## src/rtl/seq_pkg.sv

```systemverilog
// Shared definitions for the serial sequence generator/detector pair:
// state encoding and default widths.
package seq_pkg;

  localparam int DEFAULT_WIDTH = 4;
  localparam int DEFAULT_RPT_W = 3;
  localparam int STATE_W       = 2;

  localparam logic [STATE_W-1:0] ST_IDLE   = 2'd0;
  localparam logic [STATE_W-1:0] ST_SHIFT  = 2'd1;
  localparam logic [STATE_W-1:0] ST_PARITY = 2'd2;
  localparam logic [STATE_W-1:0] ST_FIN    = 2'd3;

  typedef enum logic [STATE_W-1:0] {
    S_IDLE   = ST_IDLE,
    S_SHIFT  = ST_SHIFT,
    S_PARITY = ST_PARITY,
    S_FIN    = ST_FIN
  } seq_state_t;

endpackage

```

## src/rtl/seq_piso_shift.sv

```systemverilog
// Parallel-in serial-out left-shift register; the MSB tap is the bit
// currently on the serial line.
module seq_piso_shift #(
  parameter int WIDTH = 4
) (
  input  logic             clk,
  input  logic             reset,
  input  logic             load,
  input  logic             shift,
  input  logic [WIDTH-1:0] data,
  output logic             msb
);

  logic [WIDTH-1:0] sr;

  always_ff @(posedge clk or negedge reset) begin
    if (!reset) begin
      sr <= '0;
    end else if (load) begin
      sr <= data;
    end else if (shift) begin
      sr <= {sr[WIDTH-2:0], 1'b0};
    end
  end

  assign msb = sr[WIDTH-1];

endmodule

```

## src/rtl/seq_pattern_gen.sv

```systemverilog
// Serial pattern generator: shifts a captured pattern out MSB-first, repeated
// rpt+1 times. Define SEQ_PATTERN_GEN_PARITY_EN to append an even-parity bit per frame.
module seq_pattern_gen
  import seq_pkg::*;
#(
  parameter  int WIDTH = DEFAULT_WIDTH,
  parameter  int RPT_W = DEFAULT_RPT_W,
  localparam int LEN_W = $clog2(WIDTH) + 1
) (
  input  logic             clk,
  input  logic             reset,
  input  logic             start,
  input  logic [WIDTH-1:0] pattern,
  input  logic [LEN_W-1:0] len,
  input  logic [RPT_W-1:0] rpt,
  output logic             ready,
  output logic             out,
  output logic             out_valid,
  output logic             busy,
  output logic             done
);

  seq_state_t       state;
  logic [LEN_W-1:0] len_reg;
  logic [LEN_W-1:0] bit_cnt;
  logic [LEN_W-1:0] l_eff;
  logic [LEN_W-1:0] shamt;
  logic [RPT_W-1:0] rpt_cnt;
  logic [WIDTH-1:0] pat_reg;
  logic [WIDTH-1:0] aligned;
  logic [WIDTH-1:0] load_data;
  logic             accept;
  logic             last_bit;
  logic             reload;
  logic             load;
  logic             shift_en;
  logic             tap;
  logic             done_next;
`ifdef SEQ_PATTERN_GEN_PARITY_EN
  logic             par;
`endif

  assign ready = (state == S_IDLE);
  assign busy  = (state != S_IDLE);

  // Patterns are stored left-aligned so the first bit to send sits at the MSB tap.
  always_comb begin
    accept    = ready && start;
    l_eff     = (len > LEN_W'(WIDTH)) ? LEN_W'(WIDTH) : len;
    shamt     = LEN_W'(WIDTH) - l_eff;
    aligned   = pattern << shamt;
    last_bit  = (state == S_SHIFT) && (bit_cnt == LEN_W'(1));
`ifdef SEQ_PATTERN_GEN_PARITY_EN
    reload    = (state == S_PARITY) && (rpt_cnt != '0);
`else
    reload    = last_bit && (rpt_cnt != '0);
`endif
    load      = (accept && (l_eff != '0)) || reload;
    load_data = accept ? aligned : pat_reg;
    shift_en  = (state == S_SHIFT) && !last_bit;
  end

  // done is registered, so predict whether the next cycle carries the request's final bit.
  always_comb begin
    done_next = 1'b0;
    case (state)
      S_IDLE: begin
        if (start) begin
`ifdef SEQ_PATTERN_GEN_PARITY_EN
          done_next = (l_eff == '0);
`else
          done_next = (l_eff == '0) || ((l_eff == LEN_W'(1)) && (rpt == '0));
`endif
        end
      end
      S_SHIFT: begin
`ifdef SEQ_PATTERN_GEN_PARITY_EN
        done_next = last_bit && (rpt_cnt == '0);
`else
        if (!last_bit) begin
          done_next = (bit_cnt == LEN_W'(2)) && (rpt_cnt == '0);
        end else begin
          done_next = (rpt_cnt == RPT_W'(1)) && (len_reg == LEN_W'(1));
        end
`endif
      end
      default: done_next = 1'b0;
    endcase
  end

  seq_piso_shift #(.WIDTH(WIDTH)) u_shift (
    .clk   (clk),
    .reset (reset),
    .load  (load),
    .shift (shift_en),
    .data  (load_data),
    .msb   (tap)
  );

  always_ff @(posedge clk or negedge reset) begin
    if (!reset) begin
      state   <= S_IDLE;
      pat_reg <= '0;
      len_reg <= '0;
      bit_cnt <= '0;
      rpt_cnt <= '0;
      done    <= 1'b0;
`ifdef SEQ_PATTERN_GEN_PARITY_EN
      par     <= 1'b0;
`endif
    end else begin
      done <= done_next;
      case (state)
        S_IDLE: begin
          if (start) begin
            pat_reg <= aligned;
            len_reg <= l_eff;
            bit_cnt <= l_eff;
            rpt_cnt <= rpt;
`ifdef SEQ_PATTERN_GEN_PARITY_EN
            par     <= 1'b0;
`endif
            state   <= (l_eff == '0) ? S_FIN : S_SHIFT;
          end
        end
        S_SHIFT: begin
`ifdef SEQ_PATTERN_GEN_PARITY_EN
          par <= par ^ tap;
`endif
          if (!last_bit) begin
            bit_cnt <= bit_cnt - LEN_W'(1);
          end else begin
`ifdef SEQ_PATTERN_GEN_PARITY_EN
            state <= S_PARITY;
`else
            if (rpt_cnt != '0) begin
              rpt_cnt <= rpt_cnt - RPT_W'(1);
              bit_cnt <= len_reg;
            end else begin
              state <= S_IDLE;
            end
`endif
          end
        end
`ifdef SEQ_PATTERN_GEN_PARITY_EN
        S_PARITY: begin
          par <= 1'b0;
          if (rpt_cnt != '0) begin
            rpt_cnt <= rpt_cnt - RPT_W'(1);
            bit_cnt <= len_reg;
            state   <= S_SHIFT;
          end else begin
            state <= S_IDLE;
          end
        end
`endif
        S_FIN:   state <= S_IDLE;
        default: state <= S_IDLE;
      endcase
    end
  end

  // Serial line is forced low outside frame bits.
  always_comb begin
    out_valid = 1'b0;
    out       = 1'b0;
    case (state)
      S_SHIFT: begin
        out_valid = 1'b1;
        out       = tap;
      end
`ifdef SEQ_PATTERN_GEN_PARITY_EN
      S_PARITY: begin
        out_valid = 1'b1;
        out       = par;
      end
`endif
      default: begin
        out_valid = 1'b0;
        out       = 1'b0;
      end
    endcase
  end

endmodule

```

## config.mk

```make
export PLATFORM = sky130hd
export DESIGN_NAME = seq_pattern_gen
export DESIGN_NICKNAME = d
export VERILOG_FILES = /design/src/rtl/seq_pkg.sv /design/src/rtl/seq_piso_shift.sv /design/src/rtl/seq_pattern_gen.sv
export SDC_FILE = /design/constraint.sdc
export NUM_CORES = 1
export LEC_CHECK = 0
export CORE_ASPECT_RATIO = 1.1
export CORE_MARGIN = 2
export CORE_UTILIZATION = 32
export DETAILED_ROUTE_END_ITERATION = 12
export PLACE_DENSITY = 0.5
export SLEW_MARGIN = 0
export SYNTH_ARGS = -nofsm -noshare
export SYNTH_HDL_FRONTEND = slang
export SYNTH_SLANG_ARGS = --single-unit
export TNS_END_PERCENT = 50
```

## constraint.sdc

```tcl
create_clock -name clk -period 2.1 [get_ports clk]
set_input_delay 0.525 -clock clk [delete_from_list [all_inputs] [get_ports clk]]
set_output_delay 0.525 -clock clk [all_outputs]
set_load 0.02 [all_outputs]
```

After elaboration in Yosys (flattened, before gate mapping)
Cells that the tools add are included.

storage, ports and cells
  logic and storage cells = 69
  flip-flop bits (word level) = 20
  input bits = 13

operators by class
  multiplexer cells = 22
  $add $sub $neg = 3
  reduce and logical (&&, ||, !) cells = 24
  magnitude comparators = 1
  equal/unequal tests = 11
  shift operators = 1

operators by type and width
  kind                                                                    number
  3-bit two-way mux                                                       7
  3-bit by 1-bit equality test with 1-bit output (second input constant)  4
  4-bit two-way mux                                                       3
  3-bit one-hot mux with 2 select lines                                   2
  3-bit zero test                                                         3
  1-bit logical AND                                                       8
  2-bit two-way mux                                                       4
  2-bit != test (second input constant)                                   4
  3-bit AND reduction                                                     2
  2-bit nonzero test                                                      3
  3-bit nonzero test                                                      2
  3-bit by 1-bit subtractor with 3-bit output (second input constant)     2
  1-bit two-way mux                                                       4
  2-bit one-hot mux with 2 select lines                                   1
  4-bit AND reduction                                                     1
  4-bit by 3-bit left shift with 4-bit output                             1
  3-bit by 2-bit equality test with 1-bit output (second input constant)  1
  3-bit > comparator (second input constant)                              1
  3-bit != test (second input constant)                                   1
  3-bit subtractor (first input constant)                                 1
  2-bit by 1-bit equality test with 1-bit output (second input constant)  1
  2-bit zero test                                                         1
  1-bit logical OR                                                        2
  1-bit one-hot mux with 2 select lines                                   1
  other kinds (2)                                                         2

Logic depth before layout (Yosys ltp)
Gate-level depths: netlist of the first run.

  word-level depth = 7
  gate-level depth with buffers = 9
  gate-level depth less buffers = 8

Cells and area by module
Synthesis of the first run repeated with hierarchy kept, for this count alone.

second synthesis, totals
  cells, all modules = 134
  area total of the unflattened synthesis = 1228.7 sq um

by module, submodules not included
  module           instances  area each (sq um)  seq. area each (sq um)  cells each
  seq_pattern_gen  1          1059.8             400.4                   119
  seq_piso_shift   1          168.9              100.1                   15

Worst setup path before layout of the first run
OpenSTA, ideal clock, no wires.

  kind = input to register
  from = input port len[0]
  to = register u_shift.sr[2]
  cell stages on the path = 8
  setup slack = -102 ps
  library setup time = 64 ps
  buffers on the path = 1
  required time = 2036 ps
  arrival time = 2137 ps
  cells stage by stage = nor2b_1 clkbuf_1 inv_1 ha_1 or4bb_1 o21ai_0 a22o_1 mux2_2

between the ends
  word-level cells in the longest chain between the ends = 6
  elaborated cells on any way between the ends = 10
  those cells by class = add/sub (1); order compare (1); shift (1); mux (3); reduce/logical (4)

ends and longest elaborated chain
  element                                                                           line                                          RTL
  start: declaration                                                                seq_pattern_gen.sv:14                         input logic [LEN_W-1:0] len,
  3-bit > comparator                                                                seq_pattern_gen.sv:49                         l_eff = (len > LEN_W'(WIDTH)) ? LEN_W'(WIDTH) : len;
  3-bit two-way mux *                                                               seq_pattern_gen.sv:49
  via l_eff[0]                                                                      seq_pattern_gen.sv:26                         logic [LEN_W-1:0] l_eff;
  3-bit subtractor or 3-bit nonzero test (tied branches)                            seq_pattern_gen.sv:50, seq_pattern_gen.sv:58
  4-bit by 3-bit left shift with 4-bit output or 1-bit logical AND (tied branches)  seq_pattern_gen.sv:51, seq_pattern_gen.sv:58
  4-bit two-way mux or 1-bit logical OR (tied branches)                             seq_pattern_gen.sv:59, seq_pattern_gen.sv:58
  4-bit two-way mux or 2-bit nonzero test (tied branches)                           n/a
  end signal: assignment                                                            seq_piso_shift.sv:20                          sr <= data;
  end signal: assignment                                                            seq_piso_shift.sv:22                          sr <= {sr[WIDTH-2:0], 1'b0};
  end: declaration                                                                  seq_piso_shift.sv:14                          logic [WIDTH-1:0] sr;

The timed path passes the listed nets; every way through them passes the cells marked *.
A chain may end at the register's enable or synchronous reset.

Final worst setup path of the first run
  from = input port len[1]
  to = register u_shift.sr[3]

between the ends
  word-level cells in the longest chain between the ends = 6
  elaborated cells on any way between the ends = 10
  those cells by class = add/sub (1); order compare (1); shift (1); mux (3); reduce/logical (4)

ends and longest elaborated chain
  element                                                                           line
  3-bit > comparator                                                                seq_pattern_gen.sv:49
  3-bit two-way mux *                                                               seq_pattern_gen.sv:49
  3-bit subtractor or 3-bit nonzero test (tied branches)                            seq_pattern_gen.sv:50, seq_pattern_gen.sv:58
  4-bit by 3-bit left shift with 4-bit output or 1-bit logical AND (tied branches)  seq_pattern_gen.sv:51, seq_pattern_gen.sv:58
  4-bit two-way mux or 1-bit logical OR (tied branches)                             seq_pattern_gen.sv:59, seq_pattern_gen.sv:58
  4-bit two-way mux or 2-bit nonzero test (tied branches)                           n/a

Mark *: on every way between the ends. The rest lies on a longest branch, timed or not.

==> out/results.ini, run 1 <==
[yosys]
yosysWarnings=0
synth_seq_area_share_pct=40.1
synth-compound-area-share_pct=16.8
synth_xor_area_share_pct=0
async_flop_share_pct=100
synth.top_cell.area_share_pct=40.1
synth_simple_gate_area_share_pct=17.8
ys_ff_latch=20
avgSynthCellArea_um2=9.82
synth_top_family_by_area=simple AND/OR/NAND/NOR gates
yosysUniqueCellTypes=35
synth_mux_area_share_pct=10.3
ys_top_cells_by_area=dfrtp_1 40%, ha_1 9.0%, mux2_2 6.3%
synthAdderAreaFrac_pct=9.03
synth_nets=149
syn-cell-area_mm2=0.00125
synth_flop_cell=dfrtp_1
yosysTopAreaCell=dfrtp_1
synth_edf_count=0
synth_cells=127

[cts]
cts-root-buf=clkbuf_8
ctsHtreeMaxLevel=1
clk_latency_ns=0.26
clock-sinks=20
clock_path_buffers=2
clk_pin_slew_ns=0.07
cts_hold_buffers=0
cts_tree=built
cts_buffers=3

[cells_and_area]
fin_area_mm2=0.00166
layout_common_cells=20 x dfrtp_1, 20 x buf_4, 11 x clkdlybuf4s50_1
area_growth_pct=33.4
n_antenna_cell=0
final_util_pct=45.2
drive_gt1_share_pct=23.9
layout.nets=187
fin_cells=213

[timing]
relSlewSlack_pct=80.0
min_period_ns=2.02
slew_violations=0
final.setup.worst_slack_ns=0.0803
setup_viol=0
fin_crit_sh_pct=96.2
hold_viol_final=0
max_freq_mhz=495
rsz0062_at_grt=true
fin_skew_ns=0.00771
tightestPinTransition_ns=0.296

[worst_hold_path]
hp-class=register to register

[global_routing]
overflow=0
grt_usage_pct=14.9
antenna_found_initial=0
grt_max_degree=21
grt_pass1_vias=1101
grt_pass1_wl_mm=5.07

[placement]
dp_slack_ns=-0.429
place_inst=210
placed_cell_area_mm2=0.00159
place_hpwl_mm=2.31
place.gp.congestion=0.806
port_buffers=17

[critical_path]
required_ns=2.24
start_kind=primary input
cp_max_fo=4
cp-end-kind=register
slowest_delay_ns=0.51
cp_num_buf_inv=1
cpMostUsedCell=mux2i_1
worstPathArrival_ns=2.16
cp_top_family=multiplexers
worstSetupPathType=primary input to register
cp_slowest_cell=clkdlybuf4s50_1
crit_path_cell_trace=clkdlybuf4s50_1 > nand2b_4 > ha_4 > mux2i_1 > mux2i_1 > a22o_1 > mux2_2

[floorplanning]
start_util_pct=33.9
die_w_um=63.5
row_count=23
core-area_mm2=0.00368
die_h_um=69.5
dieArea_mm2=0.00441
io_pins=18

[pwr]
p_leak_uw=0.000785
p_comb_share_pct=50.7
vdd_drop_max_mv=0.495
p_int_uw=1120
p_per_area_mw_per_mm2=1100
power_switching_uw=707
swShare_pct=38.7
power_frac_clock_pct=14.0
p_total_uw=1830
seqPwrFrac_pct=35.3

[detailed_routing]
ant_nets=0
routed_wirelength_mm=2.97
viasPerCell=4.92
drt_iter0_markers=62
routedWlPerCell_um=14.0
drc_errors=0
dr_total_vias=1047
first_pass_iters=4

[status]
status=complete, no violations

[run]
cap_violations=0

-- metrics by stage --
| step | setup TNS, ns | hold WS, ns |
|---|---|---|
| 2_1_floorplan | 0 | 0.229 |
| 3_3_place_gp | -2.04 | 0.476 |
| 3_5_place_dp | -2.32 | 0.477 |
| 4_1_cts | 0 | 0.494 |
| 5_1_grt | -0.000122 | 0.508 |
| 6_report | 0 | 0.489 |
-- worst paths after layout --
check,start,slack [ns],endpoint,cells after the start
worst max-delay path,len[1],0.08,u_shift.sr[3]$_DFFE_PN0P_,7
worst min-delay path,pat_reg[1]$_DFFE_PN0P_,0.49,pat_reg[1]$_DFFE_PN0P_,2
worst max register to register,state[0]$_DFFE_PN0P_,0.26,u_shift.sr[0]$_DFFE_PN0P_,5
worst min register to register,pat_reg[1]$_DFFE_PN0P_,0.49,pat_reg[1]$_DFFE_PN0P_,2
max in group asynchronous,reset,1.27,u_shift.sr[1]$_DFFE_PN0P_,2
min in group asynchronous,reset,0.61,rpt_cnt[1]$_DFFE_PN0P_,2
-- per-layer routing --
| metal | vias to the layer above | global-route usage, % | part of all wire, % |
|---|---|---|---|
| met5 | - | 0 | 0 |
| met4 | 0 | 5.80 | 1.1 |
| met3 | 4 | 3.25 | 5.1 |
| met2 | 35 | 27.6 | 54 |
| met1 | 491 | 16.1 | 39 |
| li1 | 517 | - | - |
-- timing repair --
action	4_1_cts	5_1_grt
endpoints found under the hold margin	0	0
resized for setup	10	2
pin swaps	1	0
setup buffers	0	0
gates cloned	0	0
endpoints found under the setup margin	7	3
-- tightest hold or removal path: cells and delay by family (launching register included) --
kind	cells	cell delay, ns
AOI/OAI and AO/OA	1	0.07
DFF	1	0.34
and+or+nand+nor	1	0.05
-- cells by family (layout without fill, tap and decap cells) --
family,count (synthesis),count (layout)
and+or+nand+nor,39,39
AOI/OAI and AO/OA,33,33
DFF,20,20
buffers and inverters,14,50
muxes,12,12
adders and majority gates,9,9
-- final cells by class --
type	count	area, um^2
multi-input combinational	93	702
inverter	10	37.5
fill	377	2020
tap	50	62.6
timing repair buffer	37	320
sequential	20	500
clock buffer	3	41.3
-- cell usage after synthesis (2+ instances only) --
library cell and n:
dfrtp_1 20, a21oi_1 9, ha_1 9, inv_1 9, o21ai_0 9, nand2_1 8, mux2_2 7, mux2i_1 5
nand2b_1 5, nor2_1 5, and2_1 4, nor2b_1 4, a22o_1 3, a31oi_1 3, buf_6 3, nand3_1 2
nor3_1 2, nor3b_1 2, nor4b_1 2
-- power by group through the flow --
| stage | logic (uW) | registers, uW | clock network, uW |
|---|---|---|---|
| after floorplan | 631 | 618 | 0 |
| after global placement | 932 | 654 | 0 |
| after detailed placement | 940 | 652 | 0 |
| after CTS | 938 | 646 | 267 |
| after global routing | 1050 | 664 | 277 |
| final | 928 | 646 | 256 |
Note: power is estimated with default switching activity, not from simulation.
==> inputs of run 2 (changes only) <==
--- a/config.mk
+++ b/config.mk
@@ -10,7 +10,7 @@
 export CORE_UTILIZATION = 32
 export DETAILED_ROUTE_END_ITERATION = 12
 export PLACE_DENSITY = 0.5
-export SLEW_MARGIN = 0
+export SLEW_MARGIN = 15
 export SYNTH_ARGS = -nofsm -noshare
 export SYNTH_HDL_FRONTEND = slang
 export SYNTH_SLANG_ARGS = --single-unit
==> results of run 2 <==
Final layout, timing and power as in run 1 (identical DEF).
==> inputs of run 3 (changes only) <==
--- a/config.mk
+++ b/config.mk
@@ -6,7 +6,7 @@
 export NUM_CORES = 1
 export LEC_CHECK = 0
 export CORE_ASPECT_RATIO = 1.1
-export CORE_MARGIN = 2
+export CORE_MARGIN = 10
 export CORE_UTILIZATION = 32
 export DETAILED_ROUTE_END_ITERATION = 12
 export PLACE_DENSITY = 0.5
==> run 3 against run 2 <==
Effect of this change: sequential share of layout area fell by 0.13 points; core utilization is 0.15 points lower; register-to-register slack gained 0.03 ns; critical endpoint is now out.
==> out/results.ini, run 3 (synthesized netlist as in run 1, its figures left out) <==
[status]
status=complete, no violations  ; unchanged

[worst_hold_path]
hp-class=register to register  ; unchanged

[timing]
tightestPinTransition_ns=0.275  ; was 0.296 ns
min_period_ns=1.95  ; was 2.02 ns
fin_hold_ws_ns=0.487  ; was 0.489 ns
slew_violations=0  ; unchanged
fin_crit_sh_pct=93.0  ; was 96.2%
relSlewSlack_pct=81.6  ; was 80.0%
max_freq_mhz=512  ; was 495 MHz
final.setup.worst_slack_ns=0.148  ; was 0.0803 ns
rsz0062_at_grt=false  ; was true
finalSetupTns_ns=0  ; unchanged
hold_viol_final=0  ; unchanged
fin_skew_ns=0.00543  ; was 0.00771 ns
setup_viol=0  ; unchanged

[cells_and_area]
layout_common_cells=21 x buf_4, 20 x dfrtp_1, 10 x clkdlybuf4s50_1  ; was 20 x dfrtp_1, 20 x buf_4, 11 x clkdlybuf4s50_1
multiInputGateArea_um2=703  ; was 702 um^2
area_growth_pct=34.0  ; was 33.4%
drive_gt1_share_pct=24.4  ; was 23.9%
fill_cells=362  ; was 377
n_antenna_cell=0  ; unchanged
register_area_um2=500  ; unchanged
layout.nets=188  ; was 187
final_common_cell=buf_4
fin_area_mm2=0.00167  ; was 0.00166 mm^2

[pwr]
p_total_uw=1840  ; was 1830 uW
power_frac_clock_pct=13.9  ; was 14.0%
p_comb_share_pct=51.1  ; was 50.7%
swShare_pct=38.4  ; was 38.7%
p_int_uw=1130  ; was 1120 uW
power_switching_uw=705  ; was 707 uW
seqPwrFrac_pct=35.0  ; was 35.3%
p_leak_uw=0.000795  ; was 0.000785 uW
p_per_area_mw_per_mm2=1100  ; about the same
vdd_drop_max_mv=0.386  ; was 0.495 mV

[detailed_routing]
routed_wirelength_mm=3.05  ; was 2.97 mm
ant_nets=0  ; unchanged
first_pass_iters=4  ; unchanged
routedWlPerCell_um=14.3  ; was 14.0 um
drc_errors=0  ; unchanged
drt_iter0_markers=87  ; was 62
dr_total_vias=1059  ; was 1047
viasPerCell=4.95  ; was 4.92

[cts]
clock_path_buffers=2  ; unchanged
cts_tree=built  ; unchanged
clk_latency_ns=0.26  ; about the same
cts_hold_buffers=0  ; unchanged
cts-root-buf=clkbuf_8  ; unchanged
clk_pin_slew_ns=0.08  ; was 0.07 ns
cts_buffers=3  ; unchanged
ctsHtreeMaxLevel=1  ; unchanged
clock-sinks=20  ; unchanged

[floorplanning]
dieArea_mm2=0.00680  ; was 0.00441 mm^2
row_count=23  ; unchanged
die_w_um=79.5  ; was 63.5 um
core-area_mm2=0.00371  ; was 0.00368 mm^2
die_h_um=85.5  ; was 69.5 um
io_pins=18  ; unchanged
start_util_pct=33.6  ; was 33.9%

[critical_path]
start_kind=register  ; was primary input
worstSetupPathType=register to output port  ; was primary input to register
crit_path_cell_trace=nand2b_1 > inv_2 > and2_1 > dlygate4sd2_1  ; was clkdlybuf4s50_1 > nand2b_4 > ha_4 > mux2i_1 > mux2i_1 > a22o_1 > mux2_2
cp_top_family=buffers and inverters  ; was multiplexers
required_ns=1.57  ; was 2.24 ns
cp_num_buf_inv=2  ; was 1
cp-end-kind=output port  ; was register
cp_slowest_cell=dfrtp_1  ; was clkdlybuf4s50_1
worstPathArrival_ns=1.43  ; was 2.16 ns
slowest_delay_ns=0.39  ; was 0.51 ns
cp_max_fo=5  ; was 4

[global_routing]
grt_max_degree=21  ; unchanged
grt_pass1_wl_mm=5.04  ; was 5.07 mm
grt_usage_pct=9.19  ; was 14.9%
grt_pass1_vias=1118  ; was 1101
antenna_found_initial=0  ; unchanged
overflow=0  ; unchanged

[placement]
placed_cell_area_mm2=0.00159  ; unchanged
port_buffers=17  ; unchanged
dp_slack_ns=-0.450  ; was -0.429 ns
place_hpwl_mm=2.46  ; was 2.31 mm
place.gp.congestion=0.833  ; was 0.806

[run]
cap_violations=0  ; unchanged

-- run 3: path summary, 6_finish.rpt --
| path | depth (start not counted) | slack [ns] | start | endpoint |
|---|---|---|---|---|
| setup / recovery | 4 | 0.15 | state[1]$_DFFE_PN0P_ | out |
| hold / removal | 2 | 0.49 | pat_reg[1]$_DFFE_PN0P_ | pat_reg[1]$_DFFE_PN0P_ |
| setup reg to reg | 6 | 0.29 | bit_cnt[1]$_DFFE_PN0P_ | u_shift.sr[2]$_DFFE_PN0P_ |
| hold reg to reg | 2 | 0.49 | pat_reg[1]$_DFFE_PN0P_ | pat_reg[1]$_DFFE_PN0P_ |
| max in group asynchronous | 2 | 1.27 | reset | u_shift.sr[1]$_DFFE_PN0P_ |
| min in group asynchronous | 2 | 0.61 | reset | rpt_cnt[1]$_DFFE_PN0P_ |
-- run 3: layer usage --
metal,routed length [um],global-route usage [%],vias to the layer above
li1,-,-,524
met1,1320,10.7,495
met2,1550,15.7,36
met3,156,2.00,4
met4,33,3.92,0
met5,0,0,-
-- run 3: power groups by stage --
| stage | sequential (uW) | combinational [uW] | clock [uW] |
|---|---|---|---|
| 3_5_place_dp | 647 | 939 | 0 |
| 2_1_floorplan | 618 | 631 | 0 |
| 3_3_place_gp | 649 | 934 | 0 |
| 4_1_cts | 641 | 948 | 269 |
| 5_1_grt | 659 | 1040 | 287 |
| 6_report | 643 | 937 | 255 |
-- run 3: timing repair --
item | CTS | global route
setup endpoints to repair | 8 | 3
pin swaps | 2 | 1
resized for setup | 11 | 2
buffers inserted | 1 | 0
-- run 3: final cells by class --
cell class | count | share of cell area (%)
well taps | 50 | 3.74
repair buffers | 38 | 19.5
clock buffers | 3 | 2.47
flip-flops and latches | 20 | 29.9
inverters | 10 | 2.25
multi-input cells | 93 | 42.1
-- run 3: metrics by stage --
stage / instances / utilization [%]
finish: 214 / 45.0
detailed placement: 210 / 42.9
global placement: 210 / 42.9
global route: 214 / 45.0
floorplan: 127 / -
CTS: 214 / 44.9
-- run 3: worst min-delay path: cells and delay by family, from the launching register on --
kind	cells	cell delay, ns
DFF	1	0.34
AOI/OAI and AO/OA	1	0.06
and+or+nand+nor	1	0.05
